===== src/rtl/dm_wt_cache.sv =====
// Direct-mapped, write-through, no-write-allocate word cache between the
// AHB-lite SDRAM bridge request interface and a req/ack backing-memory port.
module dm_wt_cache #(
  parameter int W_ADDR  = 32,
  parameter int W_DATA  = 32,
  parameter int N_LINES = 16
) (
  input  logic                  clk,
  input  logic                  rst,
  input  logic                  i_rd_en,
  input  logic                  i_wr_en,
  input  logic [W_ADDR-1:0]     i_addr,
  input  logic [W_DATA-1:0]     i_data,
  input  logic [W_DATA/8-1:0]   i_mask,
  output logic [W_DATA-1:0]     o_data,
  output logic                  o_busy,
  output logic                  o_hit,
  output logic [1:0]            o_state,
  output logic                  m_rd_req,
  output logic                  m_wr_req,
  output logic [W_ADDR-1:0]     m_addr,
  output logic [W_DATA-1:0]     m_wdata,
  output logic [W_DATA/8-1:0]   m_mask,
  input  logic [W_DATA-1:0]     m_rdata,
  input  logic                  m_ack
);

  localparam int IDX   = $clog2(N_LINES);
  localparam int W_TAG = W_ADDR - 2 - IDX;

  typedef enum logic [1:0] {
    IDLE  = 2'b00,
    FILL  = 2'b01,
    WRITE = 2'b10
  } state_t;

  state_t             state, state_nxt;
  logic [N_LINES-1:0] valid;
  logic [W_TAG-1:0]   tags  [N_LINES];
  logic [W_DATA-1:0]  lines [N_LINES];
  logic [W_DATA-1:0]  o_data_r;

  logic [IDX-1:0]     idx_in, idx_m;
  logic [W_TAG-1:0]   tag_in, tag_m;
  logic               hit, rd_hit;
  logic               addr_lsb_unused;

  function automatic logic [W_DATA-1:0] merge_lanes(input logic [W_DATA-1:0]   old_w,
                                                    input logic [W_DATA-1:0]   new_w,
                                                    input logic [W_DATA/8-1:0] mask);
    logic [W_DATA-1:0] r;
    r = old_w;
    for (int b = 0; b < W_DATA/8; b++)
      if (mask[b]) r[8*b +: 8] = new_w[8*b +: 8];
    return r;
  endfunction

  assign idx_in          = i_addr[2+IDX-1:2];
  assign tag_in          = i_addr[W_ADDR-1:2+IDX];
  assign idx_m           = m_addr[2+IDX-1:2];
  assign tag_m           = m_addr[W_ADDR-1:2+IDX];
  assign addr_lsb_unused = ^{i_addr[1:0], m_addr[1:0]};

  // A simultaneous write wins, so a read only counts as a hit when it is alone.
  assign hit    = valid[idx_in] && (tags[idx_in] == tag_in);
  assign rd_hit = (state == IDLE) && i_rd_en && !i_wr_en && hit;

  assign o_hit    = rd_hit;
  assign o_data   = rd_hit ? lines[idx_in] : o_data_r;
  assign o_busy   = (state != IDLE);
  assign o_state  = state;
  assign m_rd_req = (state == FILL);
  assign m_wr_req = (state == WRITE);

  always_comb begin
    state_nxt = state;
    case (state)
      IDLE: begin
        if (i_wr_en)              state_nxt = WRITE;
        else if (i_rd_en && !hit) state_nxt = FILL;
      end
      FILL:    if (m_ack) state_nxt = IDLE;
      WRITE:   if (m_ack) state_nxt = IDLE;
      default: state_nxt = IDLE;
    endcase
  end

  always_ff @(posedge clk) begin
    if (rst) begin
      state <= IDLE;
      valid <= '0;
    end else begin
      state <= state_nxt;
      if (state == FILL && m_ack) valid[idx_m] <= 1'b1;
    end
  end

  always_ff @(posedge clk) begin
    if (rst) begin
      o_data_r <= '0;
      m_addr   <= '0;
      m_wdata  <= '0;
      m_mask   <= '0;
    end else if (state == IDLE) begin
      if (i_wr_en) begin
        m_addr  <= {i_addr[W_ADDR-1:2], 2'b00};
        m_wdata <= i_data;
        m_mask  <= i_mask;
      end else if (i_rd_en) begin
        if (hit) o_data_r <= lines[idx_in];
        else     m_addr   <= {i_addr[W_ADDR-1:2], 2'b00};
      end
    end else if (state == FILL && m_ack) begin
      o_data_r <= m_rdata;
    end
  end

  // Line storage is not reset; valid bits alone gate its use.
  always_ff @(posedge clk) begin
    if (!rst) begin
      if (state == IDLE && i_wr_en && hit) begin
        lines[idx_in] <= merge_lanes(lines[idx_in], i_data, i_mask);
      end else if (state == FILL && m_ack) begin
        lines[idx_m] <= m_rdata;
        tags[idx_m]  <= tag_m;
      end
    end
  end

endmodule


===== config.mk =====
export PLATFORM = sky130hd
export DESIGN_NAME = dm_wt_cache
export DESIGN_NICKNAME = d
export VERILOG_FILES = /design/src/rtl/dm_wt_cache.sv
export SDC_FILE = /design/constraint.sdc
export NUM_CORES = 1
export LEC_CHECK = 0
export BUFFER_PORTS_ARGS = -buffer_cell sky130_fd_sc_hd__buf_2
export CAP_MARGIN = 20
export CORE_ASPECT_RATIO = 0.75
export CORE_MARGIN = 1.5
export CORE_UTILIZATION = 30
export DETAILED_ROUTE_END_ITERATION = 7
export HOLD_SLACK_MARGIN = 0.06
export PLACE_DENSITY_LB_ADDON = 0.12
export SYNTH_ARGS = -nofsm -noshare
export SYNTH_HDL_FRONTEND = slang
export SYNTH_SLANG_ARGS = --single-unit

===== constraint.sdc =====
create_clock -name clk -period 7.75 [get_ports clk]
set_input_delay 0.775 -clock clk [delete_from_list [all_inputs] [get_ports clk]]
set_output_delay 0.775 -clock clk [all_outputs]
set_load 0.02 [all_outputs]

==> results of run 1 <==
[where the power goes]
| part | internal (mW) | total [mW] | switching, mW |
|---|---|---|---|
| Sequential | 6.26 | 6.34 | 0.0807 |
| Combinational | 0.318 | 0.859 | 0.541 |
| Clock | 3.03 | 5.26 | 2.24 |
[cell usage after synthesis, types with 7 or more instances]
cell        n
a21o_1     11
a21oi_1    43
a22oi_1    55
and3_1      8
buf_1      14
buf_2      43
buf_4      20
buf_6      11
clkbuf_1   58
dfxtp_1   116
edfxtp_1  928
inv_1      26
mux2_2     38
mux2i_1   180
mux4_2    238
nand2_1   101
nand2b_1   11
nand3_1    27
nand4_1    11
nor2_1     81
nor2b_1    18
nor3_1     72
nor3_2     13
nor4_1      7
o21a_1     33
o21ai_0    17
o22ai_1    13
xor2_1     11
[metal layers]
metal	vias to the layer above	wire length, um	track usage
met3	173	4140	0.0249
met1	12000	52800	0.221
met2	434	59600	0.282
li1	9751	-	-
met4	0	2800	0.0436
met5	-	0	0
[critical path, stage by stage]
cell	delay, ns
buf_8	0.52
mux4_2	0.59
a22o_1	0.26
a221oi_2	0.48
xor2_1	0.29
nand4_1	0.31
nor4_4	0.62
and4_4	0.58
buf_4	0.38
mux2_2	0.39
buf_2	0.18
[path summary, 6_finish.rpt]
path	from	end	slack, ns	depth (start not counted)
max	i_addr[3]	o_data[20]	1.53	11
min	i_data[10]	m_wdata[10]	0.31	3
max reg2reg	tags[7][25]	lines[9][29]	2.52	10
min reg2reg	m_wdata[5]	m_wdata[5]	0.45	2
[cell usage in the layout, fill, tap and decap left out, drive strengths merged, types with 7 or more instances in the layout]
cell type / netlist / layout
nand4: 11 / 11
bufinv: 0 / 9
mux4: 238 / 238
nor4: 8 / 8
o21ai: 18 / 18
inv: 27 / 30
dfxtp: 116 / 116
o22ai: 13 / 13
clkbuf: 58 / 142
nand3: 27 / 27
mux2i: 180 / 180
xor2: 11 / 11
o21a: 33 / 33
nor2: 82 / 82
and3: 8 / 8
edfxtp: 928 / 928
a21oi: 43 / 43
nor2b: 18 / 18
a21o: 11 / 11
and2: 7 / 7
clkinv: 0 / 49
a22oi: 55 / 55
mux2: 38 / 38
nor3: 85 / 85
buf: 90 / 279
nand2: 101 / 101
nand2b: 11 / 11
[layout make-up]
| class | count | area [sq um] |
|---|---|---|
| fill | 13100 | 90800 |
| sequential | 1044 | 30200 |
| multi-input combinational | 1070 | 11400 |
| clock buffer | 141 | 2990 |
| tap | 1875 | 2350 |
| timing repair buffer | 280 | 1720 |
| clock inverter | 66 | 603 |
| inverter | 27 | 104 |
| antenna | 1 | 2.50 |
[metrics by stage]
stage / utilization / total power [mW] / hold WS [ns] / setup WS [ns]
2_1_floorplan: - / 6.99 / 0.442 / 1.89
3_3_place_gp: 0.326 / 7.31 / 0.439 / 1.36
3_5_place_dp: 0.326 / 7.34 / 0.445 / 1.29
4_1_cts: 0.352 / 12.6 / 0.249 / 1.40
5_1_grt: 0.352 / 12.9 / 0.271 / 1.16
6_report: 0.352 / 12.5 / 0.309 / 1.53
[sequential cells by signal, indices dropped and copies added (netlist names)]
register / count
m_mask: 4
valid: 16
o_state: 2
o_data_r: 32
m_wdata: 32
m_addr: 30
tags: 416
lines: 512
[logic make-up (layout without fill, tap and decap cells)]
family	Yosys count	in the layout	synth area share
simple gates	380	380	0.0450
fa+ha+maj	3	3	0.000889
xor+xnor	16	16	0.00332
buf+inv	175	514	0.0212
mux	456	456	0.180
compound gates	213	213	0.0352
flops	1044	1044	0.715
other cells	1	3	0.0000888
==> results.py, run 1 <==
metrics = {
    "worst_setup_path": {
        "critPathKind": "in -> out",
        "end_kind": "primary output",
        "worstSetupStartpointType": "input pin",
        "worstPathMaxFanout": 68,
        "arrival_ns": 5.45,
        "critical_path_required_ns": 6.97,
    },
    "timing": {
        "tns_ns": 0,
        "fmax_mhz": 161,
        "slew-limit-headroom": 0.157,
        "maxSlewViolCount": 0,
        "hold_viol": 0,
        "finalSetupViolations": 0,
        "min_period_ns": 6.22,
        "rsz0062_at_grt": "false",
        "tightestPinTransition_ns": 1.26,
        "fin_crit_sh": 0.803,
        "skew_ns": 0.0555,
    },
    "clock_network": {
        "h-tree-depth": 3,
        "cts-root-buf": "clkbuf_16",
        "clock-sinks": 1044,
        "cts_resized": 0,
        "cts_tree": "done",
        "cts_hold_buf": 0,
        "worstSkewPairLatency_ns": 0.73,
        "cts_setup_buffers": 0,
        "numCtsBuffers": 110,
        "cts.clk_slew.worst_paths_ns": 0.06,
        "clock_path_buffers": 3,
    },
    "floorplan": {
        "initial_utilization": 0.302,
        "io_pins": 211,
        "core_area_sq_um": 140000,
        "fp.dieW_um": 436,
        "fp-row-count": 119,
        "die_area_sq_um": 143000,
        "dieHeight_um": 328,
    },
    "route": {
        "post_drt_wl_per_cell_um": 26.5,
        "first_pass_iters": 7,
        "drc_errors": 0,
        "via_per_inst": 4.97,
        "antenna_left": 0,
        "drt_iter0_markers": 1629,
        "wirelength_um": 119000,
        "num_vias": 22400,
    },
    "placement": {
        "placed_cells": 4292,
        "gp_congestion": 0.751,
        "post-dp-hpwl_um": 68300,
        "placedInstanceArea_sq_um": 45700,
        "portBuffers": 206,
    },
    "global_routing": {
        "grt_pass1_vias": 23600,
        "grt_pass1_wl_um": 171000,
        "antenna_found_initial": 6,
        "grt_use_total": 0.166,
        "grt_max_degree": 74,
        "overflow": 0,
    },
    "logic_synthesis": {
        "ys_dominant_reg_cell": "edfxtp_1",
        "synth_top_cell_by_area": "edfxtp_1",
        "avgSynthCellArea_sq_um": 18.5,
        "ys_seq_elements": 1044,
        "synthCells": 2288,
        "synth_area_sq_um": 42200,
        "ys_async_sr_fraction": 0,
        "synth_edf_count": 928,
        "ys_seq_area_frac": 0.715,
        "synth.top_cell.area_share": 0.660,
        "synthTopCellsByArea": "edfxtp_1 (66%), mux4_2 (13%), dfxtp_1 (5.5%), mux2i_1 (4.3%), mux2_2 (1.0%)",
        "ys_types": 68,
        "ys_warn_count": 0,
    },
    "power_and_ir_drop": {
        "powerDensity_nw_per_um2": 253,
        "p_leak_nw": 16.6,
        "vdd_drop_max_mv": 0.179,
    },
    "finish": {
        "fin_area_sq_um": 49300,
        "syn2layout_area_growth_pct": 16.8,
        "fin_nets": 2641,
        "drive_above_1_share": 0.296,
        "stdcell_count": 4504,
    },
    "job": {
        "cap_violations": 0,
    },
    "run_status": {
        "status": "complete, no violations",
    },
    "min_path": {
        "min_path_type": "in -> reg",
    },
}
Power figures use the tool's default switching activity.
==> run 2, diff against run 1 <==
- clock period: 7.75 -> 5.3 ns (I/O delays scaled with it)
==> results.py, run 2 (synthesis results as in run 1) <==
metrics = {
    "run_status": {
        "status": "complete, no violations",
    },
    "worst_setup_path": {
        "reg2reg_to": "lines[4][14]",
        "arrival_ns": 4.47,
        "rr_startpoint": "tags[3][25]",
        "worstSetupStartpointType": "register",
        "worstPathMaxFanout": 29,
        "reg2reg_setup_slack_ns": 0.69,
        "critPathKind": "reg -> out",
        "end_kind": "primary output",
        "critical_path_required_ns": 4.77,
        "r2r_cells": 11,
    },
    "job": {
        "cap_violations": 0,
    },
    "global_routing": {
        "grt_use_total": 0.168,
        "overflow": 0,
        "antenna_found_initial": 6,
        "grt_pass1_vias": 23700,
        "grt_max_degree": 74,
        "grt_pass1_wl_um": 173000,
    },
    "placement": {
        "gp_congestion": 0.761,
        "portBuffers": 206,
        "post-dp-hpwl_um": 71700,
        "placed_cells": 4353,
    },
    "timing": {
        "slew-limit-headroom": 0.0653,
        "tns_ns": 0,
        "min_period_ns": 5.00,
        "maxSlewViolCount": 0,
        "hold_viol": 0,
        "skew_ns": 0.0562,
        "finalSetupViolations": 0,
        "fmax_mhz": 200,
        "fin_crit_sh": 0.944,
        "tightestPinTransition_ns": 1.40,
        "rsz0062_at_grt": "false",
    },
    "route": {
        "wirelength_um": 122000,
        "post_drt_wl_per_cell_um": 26.4,
        "drt_iter0_markers": 1687,
        "num_vias": 22900,
        "antenna_left": 0,
        "first_pass_iters": 7,
        "drc_errors": 0,
        "via_per_inst": 4.97,
    },
    "finish": {
        "num-fill-cells": 13000,
        "fin_nets": 2743,
        "drive_above_1_share": 0.309,
        "regMostFlops": "lines",
        "top_regs": "lines (512), tags (416)",
        "final_cell_mix": "edfxtp_1 (928), mux4_2 (238), buf_2 (201), mux2i_1 (180), dfxtp_1 (116)",
        "largest_reg_flops": 512,
        "syn2layout_area_growth_pct": 19.8,
        "stdcell_count": 4606,
        "layout_commonest_cell": "edfxtp_1",
    },
    "clock_network": {
        "numCtsBuffers": 111,
        "cts-root-buf": "clkbuf_16",
        "cts.clk_slew.worst_paths_ns": 0.06,
        "h-tree-depth": 3,
        "clock-sinks": 1044,
        "clock_path_buffers": 3,
        "cts_tree": "done",
        "worstSkewPairLatency_ns": 0.73,
    },
    "floorplan": {
        "io_pins": 211,
        "fp-row-count": 119,
        "dieHeight_um": 328,
        "die_area_sq_um": 143000,
        "core_area_sq_um": 140000,
        "fp.dieW_um": 436,
        "initial_utilization": 0.302,
    },
    "power_and_ir_drop": {
        "powerDensity_nw_per_um2": 359,
        "p_leak_nw": 17.2,
        "vdd_drop_max_mv": 0.254,
    },
    "min_path": {
        "hold_path_startpoint": "i_addr[22]",
        "hold-path-cell-count": 3,
        "min_path_type": "in -> reg",
        "worstHoldEndpoint": "m_addr[22]",
    },
}
[run 2: critical path, cell delays in order (launching register included)]
cell	delay, ns
edfxtp_1	0.36
mux4_2	0.48
a22o_1	0.26
a221oi_2	0.33
xor2_1	0.34
nand4_1	0.33
nor4_4	0.32
buf_4	0.20
and4_4	0.36
buf_12	0.22
mux2_2	0.36
buf_2	0.17
[run 2: routing by layer]
metal	wire length, um	global-route usage	share of wire
met1	54900	0.230	0.45
met2	59900	0.282	0.49
met3	4380	0.0261	0.036
met4	2610	0.0410	0.021
met5	0	0	0
[run 2: what timing repair did]
| item | 4_1_cts | 5_1_grt |
|---|---|---|
| buffers inserted | 0 | 2 |
| gates resized for setup | 0 | 0 |
| hold buffers | 41 | 0 |
| pin swaps | 1 | 1 |
| gates cloned | 0 | 0 |
| endpoints found under the setup margin | 8 | 7 |
| hold endpoints to repair | 41 | 0 |
[run 2: through the flow]
step	worst slack [ns]	cell area, sq um	utilization	hold slack, ns	power [mW]
finish	0.295	50600	0.361	0.122	18.2
global route	0.101	50600	0.361	0.0811	18.8
detailed placement	-0.103	46600	0.333	0.444	10.8
global placement	0.0957	46600	0.333	0.440	10.7
floorplan	-0.314	42300	-	0.442	10.2
CTS	0.114	50600	0.361	0.0610	18.4
[run 2: layout make-up]
cell class	instances	area [sq um]	area share
Sequential cell	1044	30200	0.596
Multi-Input combinational cell	1070	11400	0.225
Timing Repair Buffer	381	3040	0.0600
Clock buffer	142	3000	0.0594
Tap cell	1875	2350	0.0464
Clock inverter	65	563	0.0111
Inverter	27	104	0.00205
Antenna cell	2	5.00	0.0000989
[run 2: worst max path at each step]
stage	cells past startpoint	slack (ns)	from	endpoint
2_1_floorplan	14	-0.31	i_addr[4]	lines[10][0]
3_3_place_gp	10	0.1	i_addr[3]	lines[10][30]
3_5_place_dp	10	-0.10	i_addr[3]	lines[4][14]
4_1_cts	10	0.11	tags[3][25]	o_data[5]
5_1_grt	11	0.10	tags[7][25]	o_data[20]
6_report	11	0.30	tags[3][25]	o_data[21]
[run 2: power by group]
part	internal, mW	switching (mW)
Sequential	9.15	0.117
Combinational	0.503	0.815
Clock	4.30	3.30
Total	14.0	4.24
==> run 3, diff against run 2 <==
- CORE_MARGIN: 1.5 -> 5
- SKIP_CTS_REPAIR_TIMING: default -> 1
- clock period: 5.3 -> 6.47 ns (I/O delays scaled with it)
==> results.py, run 3 (synthesis results as in run 1) <==
metrics = {
    "run_status": {
        "status": "complete, no violations",
    },
    "timing": {
        "finalSetupViolations": 0,
        "hold_viol": 0,
        "rsz0062_at_grt": "false",
        "tns_ns": 0,
        "maxSlewViolCount": 0,
        "fmax_mhz": 180,
        "tightestPinTransition_ns": 1.25,
        "skew_ns": 0.0311,
        "fin_hold_ws_ns": 0.184,
        "min_period_ns": 5.56,
        "fin_crit_sh": 0.860,
        "slew-limit-headroom": 0.164,
    },
    "clock_network": {
        "clock-sinks": 1044,
        "cts-root-buf": "clkbuf_16",
        "cts.clk_slew.worst_paths_ns": 0.06,
        "cts_tree": "done",
        "clock_path_buffers": 3,
        "worstSkewPairLatency_ns": 0.72,
        "numCtsBuffers": 112,
        "h-tree-depth": 3,
    },
    "worst_setup_path": {
        "crit_buf_inv": 3,
        "end_kind": "primary output",
        "rr_startpoint": "tags[13][14]",
        "crit_path_max_incr_delay_ns": 0.62,
        "worstSetupStartpointType": "input pin",
        "worstPathMaxFanout": 48,
        "reg2reg_to": "lines[6][4]",
        "path_cells": "clkbuf_8, nor2b_1, a22oi_1, a211o_1, nand3_1, nand4_1, nor4_4, and4_4, buf_4, mux2_2, buf_2",
        "r2r_cells": 11,
        "arrival_ns": 4.92,
        "crit_family": "simple AND/OR/NAND/NOR gates",
        "critPathKind": "in -> out",
        "slowest_stage": "nor2b_1",
        "critical_path_required_ns": 5.82,
        "reg2reg_setup_slack_ns": 1.90,
    },
    "floorplan": {
        "io_pins": 211,
        "fp-row-count": 119,
        "initial_utilization": 0.302,
        "dieHeight_um": 335,
        "core_area_sq_um": 140000,
        "fp.dieW_um": 443,
        "die_area_sq_um": 149000,
    },
    "min_path": {
        "worstHoldEndpoint": "m_addr[26]",
        "min_path_type": "in -> reg",
        "hold-path-cell-count": 3,
        "hold_path_startpoint": "i_addr[26]",
    },
    "finish": {
        "layout_commonest_cell": "edfxtp_1",
        "regMostFlops": "lines",
        "drive_above_1_share": 0.295,
        "top_regs": "lines (512), tags (416)",
        "largest_reg_flops": 512,
        "final_cell_mix": "edfxtp_1 (928), mux4_2 (238), buf_2 (201), mux2i_1 (180), dfxtp_1 (116)",
        "syn2layout_area_growth_pct": 17.7,
        "fin_nets": 2661,
        "final_util": 0.355,
    },
    "route": {
        "post_drt_wl_per_cell_um": 26.9,
        "drt_iter0_markers": 1821,
        "antenna_left": 0,
        "drc_errors": 0,
        "wirelength_um": 122000,
        "first_pass_iters": 5,
        "via_per_inst": 5.01,
        "num_vias": 22700,
    },
    "global_routing": {
        "grt_use_met1": 0.212,
        "grt.busiest_layer": "met2",
        "grt_pass1_vias": 23400,
        "overflow": 0,
        "met3_usage": 0.0263,
        "grt_use_met2": 0.271,
        "grt_max_degree": 142,
        "grt_pass1_wl_um": 172000,
        "antenna_found_initial": 8,
        "grt_use_total": 0.160,
    },
    "job": {
        "cap_violations": 0,
    },
    "power_and_ir_drop": {
        "clkPwrFrac": 0.425,
        "comb_power_share": 0.070,
        "netSwitchingPower_mw": 3.40,
        "vdd_drop_max_mv": 0.185,
        "powerDensity_nw_per_um2": 302,
        "switching_share": 0.226,
        "p_seq_frac": 0.505,
        "p_int_mw": 11.6,
        "p_leak_nw": 16.7,
    },
    "placement": {
        "post-dp-hpwl_um": 69100,
        "portBuffers": 206,
        "gp_congestion": 0.749,
    },
}
[run 3: cell types whose count changed in the layout (fill, tap and decap cells not counted), sizes merged]
cell	previous run	this run
buf	339	297
bufinv	6	13
clkbuf	143	144
clkinv	50	40
clkinvlp	5	6
diode	2	4
dlygate4sd3	41	0
inv	31	28
[run 3: final cells by class]
type	count	area, sq um
multi-input cells	1070	11400
clock inverters	60	666
flip-flops and latches	1044	30200
inverters	27	104
repair buffers	298	2080
diodes	4	10.0
clock buffers	143	2960
fillers	13100	90400
well taps	1875	2350
[run 3: per-layer routing]
layer	vias up	share of wire
li1	9789	-
met1	12200	0.43
met2	518	0.50
met3	185	0.039
met4	2	0.030
met5	-	0.000058
[run 3: worst max path at each step]
stage,from,slack (ns),endpoint,cells past startpoint
2_1_floorplan,i_addr[4],0.74,lines[10][0],14
6_report,i_addr[4],0.91,o_data[6],11
4_1_cts,i_addr[4],0.89,o_data[6],12
3_3_place_gp,i_addr[4],0.82,lines[6][7],13
3_5_place_dp,i_addr[4],0.83,lines[6][4],12
5_1_grt,i_addr[4],0.61,o_data[6],11
[run 3: power groups by stage]
stage / combinational, mW / sequential (mW) / clock (mW)
global placement: 1.05 / 7.72 / 0
CTS: 1.07 / 7.59 / 6.55
floorplan: 0.634 / 7.74 / 0
finish: 1.06 / 7.59 / 6.38
detailed placement: 1.07 / 7.73 / 0
global route: 1.14 / 7.60 / 6.83
[run 3: through the flow]
stage	worst slack [ns]	std cells	power (mW)	cell area (sq um)
3_3_place_gp	0.817	4309	8.77	46000
4_1_cts	0.886	4512	15.2	49700
3_5_place_dp	0.830	4309	8.81	46000
5_1_grt	0.609	4520	15.6	49700
6_report	0.907	4521	15.0	49700
2_1_floorplan	0.739	2289	8.37	42300
[run 3: tightest hold or removal path, stage by stage]
cell	delay (ns)
buf_2	0.09
mux2i_1	0.06
nor2_1	0.07
